===== src/rtl/alu_ctrl_decode_stage_pkg.sv =====
// alu_ctrl_decode_stage_pkg: MIPS opcode/funct constants and ALU op codes shared by ID and EX.
package alu_ctrl_decode_stage_pkg;
    localparam logic [5:0] IDLE_OP  = 6'b111111;
    localparam logic [5:0] OP_RTYPE = 6'h00;
    localparam logic [5:0] OP_ADDI  = 6'h08;
    localparam logic [5:0] OP_ADDIU = 6'h09;
    localparam logic [5:0] OP_SLTI  = 6'h0A;
    localparam logic [5:0] OP_SLTIU = 6'h0B;
    localparam logic [5:0] OP_ANDI  = 6'h0C;
    localparam logic [5:0] OP_ORI   = 6'h0D;
    localparam logic [5:0] OP_XORI  = 6'h0E;
    localparam logic [5:0] OP_LUI   = 6'h0F;
    localparam logic [5:0] F_SLL    = 6'h00;
    localparam logic [5:0] F_SRL    = 6'h02;
    localparam logic [5:0] F_SRA    = 6'h03;
    localparam logic [5:0] F_SLLV   = 6'h04;
    localparam logic [5:0] F_SRLV   = 6'h06;
    localparam logic [5:0] F_SRAV   = 6'h07;
    localparam logic [5:0] F_ADD    = 6'h20;
    localparam logic [5:0] F_ADDU   = 6'h21;
    localparam logic [5:0] F_SUB    = 6'h22;
    localparam logic [5:0] F_SUBU   = 6'h23;
    localparam logic [5:0] F_AND    = 6'h24;
    localparam logic [5:0] F_OR     = 6'h25;
    localparam logic [5:0] F_XOR    = 6'h26;
    localparam logic [5:0] F_NOR    = 6'h27;
    localparam logic [5:0] F_SLT    = 6'h2A;
    localparam logic [5:0] F_SLTU   = 6'h2B;

    typedef enum logic {EXT_ZERO = 1'b0, EXT_SIGN = 1'b1} ext_e;

    function automatic logic legal_funct(input logic [5:0] f);
        return f inside {F_SLL, F_SRL, F_SRA, F_SLLV, F_SRLV, F_SRAV, F_ADD, F_ADDU,
                         F_SUB, F_SUBU, F_AND, F_OR, F_XOR, F_NOR, F_SLT, F_SLTU};
    endfunction

    function automatic logic legal_itype(input logic [5:0] op);
        return op[5:3] == 3'b001;
    endfunction
endpackage


===== src/rtl/alu_ctrl_decode_stage_if.sv =====
// alu_ctrl_decode_stage_if: ALU op bus from the ID/EX register to the EX-stage ALU.
interface alu_ctrl_decode_stage_if #(
    parameter int NB_DATA = 32,
    parameter int NB_OP   = 6,
    parameter int NB_CNT  = 8
);
    logic               valid;
    logic [NB_OP-1:0]   alu_op;
    logic [NB_DATA-1:0] datoA;
    logic [NB_DATA-1:0] datoB;
    logic [4:0]         shamt;
    logic [4:0]         rd_addr;
    logic               reg_write;
    logic               illegal;
    logic [NB_CNT-1:0]  illegal_cnt;

    modport master (output valid, alu_op, datoA, datoB, shamt, rd_addr, reg_write, illegal, illegal_cnt);
    modport slave  (input  valid, alu_op, datoA, datoB, shamt, rd_addr, reg_write, illegal, illegal_cnt);
endinterface


===== src/rtl/alu_ctrl_decode_stage_imm_extender.sv =====
// alu_ctrl_decode_stage_imm_extender: widens imm16 to NB_DATA, sign- or zero-extending.
module alu_ctrl_decode_stage_imm_extender
    import alu_ctrl_decode_stage_pkg::*;
#(
    parameter int NB_DATA = 32
) (
    input  logic [15:0]        imm_i,
    input  ext_e               sign_sel_i,
    output logic [NB_DATA-1:0] ext_o
);
    assign ext_o = {{(NB_DATA-16){(sign_sel_i == EXT_SIGN) & imm_i[15]}}, imm_i};
endmodule


===== src/rtl/alu_ctrl_decode_stage.sv =====
// alu_ctrl_decode_stage: ID decoder and ID/EX register with stall, flush and saturating illegal counter.
module alu_ctrl_decode_stage
    import alu_ctrl_decode_stage_pkg::*;
#(
    parameter int NB_DATA = 32,
    parameter int NB_OP   = 6,
    parameter int NB_CNT  = 8
) (
    input  logic                 i_clk,
    input  logic                 i_rst,
    input  logic                 i_valid,
    input  logic [NB_DATA-1:0]   i_instr,
    input  logic [NB_DATA-1:0]   i_rs_data,
    input  logic [NB_DATA-1:0]   i_rt_data,
    input  logic                 i_stall,
    input  logic                 i_flush,
    alu_ctrl_decode_stage_if.master alu_o
);
    logic [5:0]         opcode, funct;
    logic               r_type, i_type, legal, load, en;
    logic [4:0]         rd_sel;
    logic [NB_DATA-1:0] imm_ext;
    ext_e               sign_sel;
    logic               unused_rs;

    logic               valid_d, valid_q, reg_write_d, reg_write_q, illegal_d, illegal_q;
    logic [NB_OP-1:0]   op_d, op_q;
    logic [NB_DATA-1:0] a_d, a_q, b_d, b_q;
    logic [4:0]         shamt_d, shamt_q, rd_d, rd_q;
    logic [NB_CNT-1:0]  cnt_d, cnt_q;

    assign opcode    = i_instr[31:26];
    assign funct     = i_instr[5:0];
    assign unused_rs = ^i_instr[25:21];
    assign sign_sel  = opcode[2] ? EXT_ZERO : EXT_SIGN;

    alu_ctrl_decode_stage_imm_extender #(.NB_DATA(NB_DATA)) u_ext (
        .imm_i      (i_instr[15:0]),
        .sign_sel_i (sign_sel),
        .ext_o      (imm_ext)
    );

    always_comb begin
        r_type      = (opcode == OP_RTYPE) && legal_funct(funct);
        i_type      = legal_itype(opcode);
        legal       = r_type | i_type;
        load        = i_valid & ~i_flush;
        en          = i_flush | ~i_stall;
        rd_sel      = r_type ? i_instr[15:11] : i_instr[20:16];
        valid_d     = load;
        op_d        = !(load && legal) ? NB_OP'(IDLE_OP) : r_type ? NB_OP'(funct) : NB_OP'(opcode);
        a_d         = (load && legal) ? i_rs_data : '0;
        b_d         = !(load && legal) ? '0 : r_type ? i_rt_data : imm_ext;
        shamt_d     = load ? i_instr[10:6] : 5'd0;
        rd_d        = (load && legal) ? rd_sel : 5'd0;
        reg_write_d = load && legal && (rd_sel != 5'd0);
        illegal_d   = load && !legal;
        // saturate rather than wrap so a flood of bad words stays visible
        cnt_d       = (illegal_d && cnt_q != '1) ? cnt_q + 1'b1 : cnt_q;
    end

    always_ff @(posedge i_clk or posedge i_rst) begin
        if (i_rst) begin
            valid_q     <= 1'b0;
            op_q        <= NB_OP'(IDLE_OP);
            a_q         <= '0;
            b_q         <= '0;
            shamt_q     <= '0;
            rd_q        <= '0;
            reg_write_q <= 1'b0;
            illegal_q   <= 1'b0;
            cnt_q       <= '0;
        end else if (en) begin
            valid_q     <= valid_d;
            op_q        <= op_d;
            a_q         <= a_d;
            b_q         <= b_d;
            shamt_q     <= shamt_d;
            rd_q        <= rd_d;
            reg_write_q <= reg_write_d;
            illegal_q   <= illegal_d;
            cnt_q       <= cnt_d;
        end
    end

    assign alu_o.valid       = valid_q;
    assign alu_o.alu_op      = op_q;
    assign alu_o.datoA       = a_q;
    assign alu_o.datoB       = b_q;
    assign alu_o.shamt       = shamt_q;
    assign alu_o.rd_addr     = rd_q;
    assign alu_o.reg_write   = reg_write_q;
    assign alu_o.illegal     = illegal_q;
    assign alu_o.illegal_cnt = cnt_q;
endmodule


===== src/flat_wrapper.sv =====
// flat-port wrapper written by rule: the top's interface ports become plain ports
module alu_ctrl_decode_stage_flat import alu_ctrl_decode_stage_pkg::*;
#(
    parameter int NB_DATA = 32,
    parameter int NB_OP   = 6,
    parameter int NB_CNT  = 8
)
  (i_clk, i_rst, i_valid, i_instr, i_rs_data, i_rt_data, i_stall, i_flush, alu_o_valid, alu_o_alu_op, alu_o_datoA, alu_o_datoB, alu_o_shamt, alu_o_rd_addr, alu_o_reg_write, alu_o_illegal, alu_o_illegal_cnt);
  alu_ctrl_decode_stage_if #(.NB_DATA(NB_DATA), .NB_OP(NB_OP), .NB_CNT(NB_CNT)) alu_o_i ();
  input  logic i_clk;
  input  logic i_rst;
  input  logic i_valid;
  input  logic [NB_DATA-1:0] i_instr;
  input  logic [NB_DATA-1:0] i_rs_data;
  input  logic [NB_DATA-1:0] i_rt_data;
  input  logic i_stall;
  input  logic i_flush;
  output wire logic [$bits(alu_o_i.valid)-1:0] alu_o_valid;
  output wire logic [$bits(alu_o_i.alu_op)-1:0] alu_o_alu_op;
  output wire logic [$bits(alu_o_i.datoA)-1:0] alu_o_datoA;
  output wire logic [$bits(alu_o_i.datoB)-1:0] alu_o_datoB;
  output wire logic [$bits(alu_o_i.shamt)-1:0] alu_o_shamt;
  output wire logic [$bits(alu_o_i.rd_addr)-1:0] alu_o_rd_addr;
  output wire logic [$bits(alu_o_i.reg_write)-1:0] alu_o_reg_write;
  output wire logic [$bits(alu_o_i.illegal)-1:0] alu_o_illegal;
  output wire logic [$bits(alu_o_i.illegal_cnt)-1:0] alu_o_illegal_cnt;
  assign alu_o_valid = alu_o_i.valid;
  assign alu_o_alu_op = alu_o_i.alu_op;
  assign alu_o_datoA = alu_o_i.datoA;
  assign alu_o_datoB = alu_o_i.datoB;
  assign alu_o_shamt = alu_o_i.shamt;
  assign alu_o_rd_addr = alu_o_i.rd_addr;
  assign alu_o_reg_write = alu_o_i.reg_write;
  assign alu_o_illegal = alu_o_i.illegal;
  assign alu_o_illegal_cnt = alu_o_i.illegal_cnt;
  alu_ctrl_decode_stage #(.NB_DATA(NB_DATA), .NB_OP(NB_OP), .NB_CNT(NB_CNT)) u_core (.i_clk(i_clk), .i_rst(i_rst), .i_valid(i_valid), .i_instr(i_instr), .i_rs_data(i_rs_data), .i_rt_data(i_rt_data), .i_stall(i_stall), .i_flush(i_flush), .alu_o(alu_o_i));
endmodule

===== config.mk =====
export PLATFORM = sky130hd
export DESIGN_NAME = alu_ctrl_decode_stage_flat
export DESIGN_NICKNAME = d
export VERILOG_FILES = /design/src/rtl/alu_ctrl_decode_stage_pkg.sv /design/src/rtl/alu_ctrl_decode_stage_if.sv /design/src/rtl/alu_ctrl_decode_stage_imm_extender.sv /design/src/rtl/alu_ctrl_decode_stage.sv /design/src/flat_wrapper.sv
export SDC_FILE = /design/constraint.sdc
export NUM_CORES = 1
export LEC_CHECK = 0
export CAP_MARGIN = 20
export CORE_ASPECT_RATIO = 0.8
export CORE_MARGIN = 4
export CORE_UTILIZATION = 43
export CTS_CLUSTER_SIZE = 25
export DETAILED_ROUTE_END_ITERATION = 10
export GPL_ROUTABILITY_DRIVEN = 0
export PLACE_DENSITY = 0.84
export SETUP_SLACK_MARGIN = 0.02
export SYNTH_ARGS = -nofsm -noshare
export SYNTH_HDL_FRONTEND = slang
export SYNTH_SLANG_ARGS = --single-unit
export TNS_END_PERCENT = 100

===== constraint.sdc =====
create_clock -name i_clk -period 4.6 [get_ports i_clk]
set_input_delay 0.92 -clock i_clk [delete_from_list [all_inputs] [get_ports i_clk]]
set_output_delay 0.92 -clock i_clk [all_outputs]
set_load 0.005 [all_outputs]

==> results.toml, run 1 <==
[run_status]
status = "complete, no violations"

[synth]
syn_nets = 403
yosysWarnings = 0
synth_area_um2 = 3670
avgSynthCellArea_um2 = 12.2
seq_area_frac_synth_pct = 62.2
syn_inst = 301
synth_seq_cells = 91
synth_cell_types = 38

[cts]
clockBufferDepth = 2
cts_resized = 0
root_buffer = "clkbuf_8"
cts_buffers = 9
cts_tree = "built"
ctsHoldBuffers = 0
clock_latency_ns = 0.35
cts_sinks = 91
clk_pin_slew_worst_paths_ns = 0.09
postCtsSetupBuffers = 0
htree_levels = 3

[floorplan]
start_util_pct = 45.2
rows = 29
ios = 192
dieArea_um2 = 10100
core_area_um2 = 8130
die_h_um = 90.7
die_x_um = 111

[timing]
whs_ns = 0.489
setup-violations-final = 0
rsz0062_at_grt = "no"
fmax_ghz = 0.349
fin_crit_sh_pct = 62.4
relSlewSlack_pct = 40.4
period_minus_slack_ns = 2.87
tightest_slew_ns = 0.890
fin_tns_setup_ns = 0
final_hold_viol_count = 0
slew_violations = 0
fin_skew_ns = 0.00977

[detailed_routing]
vias = 3276
via_per_inst = 5.50
drc_errors = 0
routed_wl_um = 11200
dr.pass1.iters = 4
ant_nets = 0
drt_iter0_drc = 188
wire_per_inst_um = 18.8

[power_and_ir_drop]
swShare_pct = 25.8
p_sw_uw = 413
pwr-share-seq_pct = 53.6
power.density_nw_per_um2 = 276
leakagePower_uw = 0.00258
ir_worst_vdd_mv = 0.182
p_int_uw = 1190
pwr-share-clk_pct = 31.6
power.share.combinational_pct = 14.9

[setup_path]
worstPathRequired_ns = 4.83
r2r_cells = 5
path_max_fanout = 12
endpoint_kind = "register"
path_class = "input pin to register"
crit_arrival_ns = 3.10
startpoint_type = "input pin"

[global_routing]
grt_start_max_net_pins = 52
track_usage_pct = 21.8
grt_pass1_wl_um = 17800
grt_pass1_vias = 3320
antenna_found_initial = 0
overflow = 0

[layout]
final_cells = 596
seq_area_um2 = 2280
diodes = 0
fin_area_um2 = 5810
layout-drive-gt1-share_pct = 7.99
final_core_util_pct = 71.5
syn_to_final_growth_pct = 58.1
nFillCells = 631
multiInputGateArea_um2 = 1270
nets = 585

[job]
drv_cap = 0

[place]
place_area_um2 = 5620
dp.final_hpwl_um = 8120
port_buffers = 186
dp_cells = 580

[hold_path]
whs_path_depth = 1
hp-class = "register to register"
## power by group through the flow
stage                     combinational, µW  clock, µW  sequential, µW
after global placement                  235          0             870
after detailed placement                240          0             873
after global routing                    257        557             863
after floorplan                        73.0          0             869
final                                   238        505             858
after CTS                               241        521             857
## path summary, 6_finish.rpt
check                                                   startpoint                                       to  slack, ns
max                                                    i_instr[29]  u_core.alu_o.illegal_cnt[1]$_DFFE_PP0P_       1.73
min                        u_core.alu_o.illegal_cnt[5]$_DFFE_PP0P_  u_core.alu_o.illegal_cnt[5]$_DFFE_PP0P_       0.49
max reg2reg                u_core.alu_o.illegal_cnt[0]$_DFFE_PP0P_  u_core.alu_o.illegal_cnt[1]$_DFFE_PP0P_       2.88
min reg2reg                u_core.alu_o.illegal_cnt[5]$_DFFE_PP0P_  u_core.alu_o.illegal_cnt[5]$_DFFE_PP0P_       0.49
max in group asynchronous                                    i_rst       u_core.alu_o.alu_op[0]$_DFFE_PP1P_       2.82
min in group asynchronous                                    i_rst       u_core.alu_o.datoB[10]$_DFFE_PP0P_       0.96
## layout by cell type (no fill, tap or decap), drive strengths merged, types with 4 or more instances in the layout
| master | Yosys | final |
|---|---|---|
| clkdlybuf4s50 | 0 | 186 |
| dfrtp | 85 | 85 |
| nand2 | 43 | 43 |
| a22o | 37 | 37 |
| a221o | 19 | 19 |
| a22oi | 17 | 17 |
| nor2 | 12 | 12 |
| clkbuf | 7 | 10 |
| nand3 | 8 | 8 |
| buf | 15 | 7 |
| dfstp | 6 | 6 |
| nand2b | 5 | 5 |
| xor2 | 5 | 5 |
| inv | 5 | 5 |
| nor3 | 5 | 5 |
| a21oi | 5 | 5 |
| o21ai | 4 | 4 |
## layout make-up
class,count,share of cell area (%)
sequential,91,39.3
clock buffer,10,2.37
inverter,5,0.345
tap,108,2.33
timing repair buffer,193,33.0
multi-input combinational,183,21.8
clock inverter,6,0.840
## registers in the layout (all words and copies together), names as in the netlist
register and count:
u_core.alu_o.illegal 1, u_core.alu_o.illegal_cnt 8, u_core.alu_o.reg_write 1, u_core.alu_o.datoA 32, u_core.alu_o.shamt 5, u_core.alu_o.rd_addr 5, u_core.alu_o.datoB 32, u_core.alu_o.alu_op 6
u_core.alu_o.valid 1
## cell families after synthesis
kind of cell             synth area share [%]
flip-flops                               62.2
AO/OA/AOI/OAI                            19.7
AND/OR/NAND/NOR                          11.9
buffers and inverters                    3.68
XOR/XNOR                                 1.19
multiplexers                             1.02
adder cells (fa/ha/maj)                 0.340
## through the flow
| step | total power, µW | setup slack [ns] |
|---|---|---|
| after global routing | 1680 | 1.61 |
| after global placement | 1110 | 1.44 |
| after floorplan | 942 | 1.33 |
| after CTS | 1620 | 1.73 |
| final | 1600 | 1.73 |
| after detailed placement | 1110 | 1.37 |
## Yosys cell counts (all sizes together)
cell | count | area share [%]
nor2 | 12 | 1.4
dfrtp | 85 | 58
nand3 | 8 | 1.1
o21ai | 4 | 0.54
nor3b | 3 | 0.89
xor2 | 5 | 1.2
ha | 1 | 0.34
o22ai | 2 | 0.34
nand2 | 43 | 4.4
dfstp | 6 | 4.3
and3 | 1 | 0.17
buf | 15 | 2.5
nand2b | 5 | 0.85
clkbuf | 7 | 0.72
o211ai | 1 | 0.20
mux2 | 3 | 1.0
nor4 | 2 | 0.51
nand4 | 2 | 0.34
a22oi | 17 | 3.5
and4 | 1 | 0.24
nor3 | 5 | 0.82
a22o | 37 | 8.8
nor2b | 2 | 0.34
a21o | 1 | 0.20
a221o | 19 | 5.2
inv | 5 | 0.51
nor4b | 1 | 0.41
a31oi | 1 | 0.17
or4 | 2 | 0.41
a21oi | 5 | 0.78
## layer usage
layer	global-route usage (%)	part of all wire [%]
met2	37.3	49
met5	0	0
met4	4.86	1.0
met3	7.23	8.2
met1	26.9	42
## critical path, stage by stage
cell and delay [ns]:
clkdlybuf4s50_1 0.49, nor3_1 0.21, o21ai_1 0.16, nor3b_2 0.77, nor2_1 0.20, mux2_4 0.34
No activity file was read; power rests on OpenSTA's default activity.
==> inputs of run 2 (changes only) <==
--- a/config.mk
+++ b/config.mk
@@ -8,11 +8,11 @@
 export CAP_MARGIN = 20
 export CORE_ASPECT_RATIO = 0.8
 export CORE_MARGIN = 4
-export CORE_UTILIZATION = 43
+export CORE_UTILIZATION = 36
 export CTS_CLUSTER_SIZE = 25
 export DETAILED_ROUTE_END_ITERATION = 10
 export GPL_ROUTABILITY_DRIVEN = 0
-export PLACE_DENSITY = 0.84
+export PLACE_DENSITY = 0.75
 export SETUP_SLACK_MARGIN = 0.02
 export SYNTH_ARGS = -nofsm -noshare
 export SYNTH_HDL_FRONTEND = slang
==> constraint.sdc (replaced) <==
create_clock -name i_clk -period 2.32 [get_ports i_clk]
set_input_delay 0.464 -clock i_clk [delete_from_list [all_inputs] [get_ports i_clk]]
set_output_delay 0.464 -clock i_clk [all_outputs]
set_load 0.005 [all_outputs]
==> results.toml, run 2 (same netlist as run 1, synthesis figures left out) <==
[place]
dp.final_hpwl_um = 8230
place_area_um2 = 5750
port_buffers = 186
dp_slack_ns = -0.0197

[timing]
relSlewSlack_pct = 66.2
rsz0062_at_grt = "no"
fin_skew_ns = 0.00318
fin_crit_sh_pct = 86.8
fmax_ghz = 0.497
fin_tns_setup_ns = 0
tightest_slew_ns = 0.508
slew_violations = 0
whs_ns = 0.477
fin_ws_ns = 0.306
period_minus_slack_ns = 2.01
final_hold_viol_count = 0
setup-violations-final = 0

[cts]
cts_resized = 0
clk_pin_slew_worst_paths_ns = 0.07
cts_tree = "built"
postCtsSetupBuffers = 0
ctsHoldBuffers = 0
root_buffer = "clkbuf_16"
cts_buffers = 9
cts_sinks = 91
clockBufferDepth = 2
htree_levels = 3
clock_latency_ns = 0.34

[layout]
diodes = 0
seq_area_um2 = 2280
nFillCells = 812
final_cell_mix = "clkdlybuf4s50_1 (186), dfrtp_1 (85), nand2_1 (43)"
multiInputGateArea_um2 = 1270
syn_to_final_growth_pct = 64.8
final_core_util_pct = 61.7
fin_area_um2 = 6050
nets = 592
layout-drive-gt1-share_pct = 9.29
layout_commonest_cell = "clkdlybuf4s50_1"

[detailed_routing]
ant_nets = 0
top_layer = "met4"
vias = 3221
dr.pass1.iters = 4
drt_iter0_drc = 133
met2WireLength_um = 5540
drt-met1-wl_um = 4530
routed-wl-met3_um = 1160
drc_errors = 0
routed_wl_um = 11300
via_per_inst = 5.10
wire_per_inst_um = 17.9

[setup_path]
cp_top_family = "simple AND/OR/NAND/NOR gates"
cp_slowest_cell = "clkdlybuf4s50_1"
crit_arrival_ns = 2.24
cp_num_cells = 6
cp_slowest_stage_delay_ns = 0.60
path_class = "input pin to register"
worst_r2r_startpoint = "u_core.alu_o.illegal_cnt[0]$_DFFE_PP0P_"
r2r_cells = 5
worstPathRequired_ns = 2.54
startpoint_type = "input pin"
path_max_fanout = 6
worstPathCellList = "clkdlybuf4s50_1, nor2b_1, o21ai_1, nor3b_2, nor2_1, mux2_4"
endpoint_kind = "register"
crit_path_start = "i_instr[1]"
path_buf_inv = 1

[hold_path]
whs_path_depth = 1
hp-class = "register to register"
min-delay-start = "u_core.alu_o.valid$_DFFE_PP0P_"

[global_routing]
grt_pass1_vias = 3379
grt_start_max_net_pins = 92
track_usage_pct = 19.0
grt_pass1_wl_um = 17900
antenna_found_initial = 0
overflow = 0

[floorplan]
dieArea_um2 = 11900
core_area_um2 = 9810
die_x_um = 121
rows = 32
die_h_um = 98.4
ios = 192
start_util_pct = 37.5

[job]
drv_cap = 0

[power_and_ir_drop]
leakagePower_uw = 0.00268
power.density_nw_per_um2 = 605
ir_worst_vdd_mv = 0.482

[run_status]
status = "complete, no violations"
==> run 2: changes by cell type in the layout (fill, tap and decap cells not counted), sizes merged <==
cell      delta
bufinv       +1
inv          -1
clkinv       +1
clkinvlp     -1
buf          +7
==> run 2: path summary, 6_finish.rpt <==
kind | end | slack, ns
min in group asynchronous | u_core.alu_o.datoA[3]$_DFFE_PP0P_ | 0.60
setup / recovery | u_core.alu_o.illegal_cnt[1]$_DFFE_PP0P_ | 0.31
hold / removal | u_core.alu_o.valid$_DFFE_PP0P_ | 0.48
hold reg to reg | u_core.alu_o.valid$_DFFE_PP0P_ | 0.48
max in group asynchronous | u_core.alu_o.rd_addr[3]$_DFFE_PP0P_ | 1.31
setup reg to reg | u_core.alu_o.illegal_cnt[1]$_DFFE_PP0P_ | 0.59
==> run 2: power breakdown <==
part           switching (µW)  internal (µW)
Sequential               61.4           1640
Combinational             180            299
Clock                     621            864
==> run 2: layer usage <==
layer	GRT usage (%)	vias up
li1	-	1494
met1	23.1	1585
met2	31.1	133
met3	8.51	9
met4	4.09	0
met5	0	-
==> run 2: metrics by stage <==
| stage | std cells | power [µW] |
|---|---|---|
| after floorplan | 301 | 1870 |
| final | 631 | 3670 |
| after detailed placement | 615 | 2210 |
| after CTS | 631 | 3710 |
| after global placement | 615 | 2200 |
| after global routing | 631 | 3820 |
==> run 2: layout make-up <==
class	instances	share of cell area [%]
clock buffer	10	3.95
clock inverter	6	1.07
inverter	5	0.372
multi-input combinational	183	21.0
sequential	91	37.7
tap	136	2.81
timing repair buffer	200	33.1
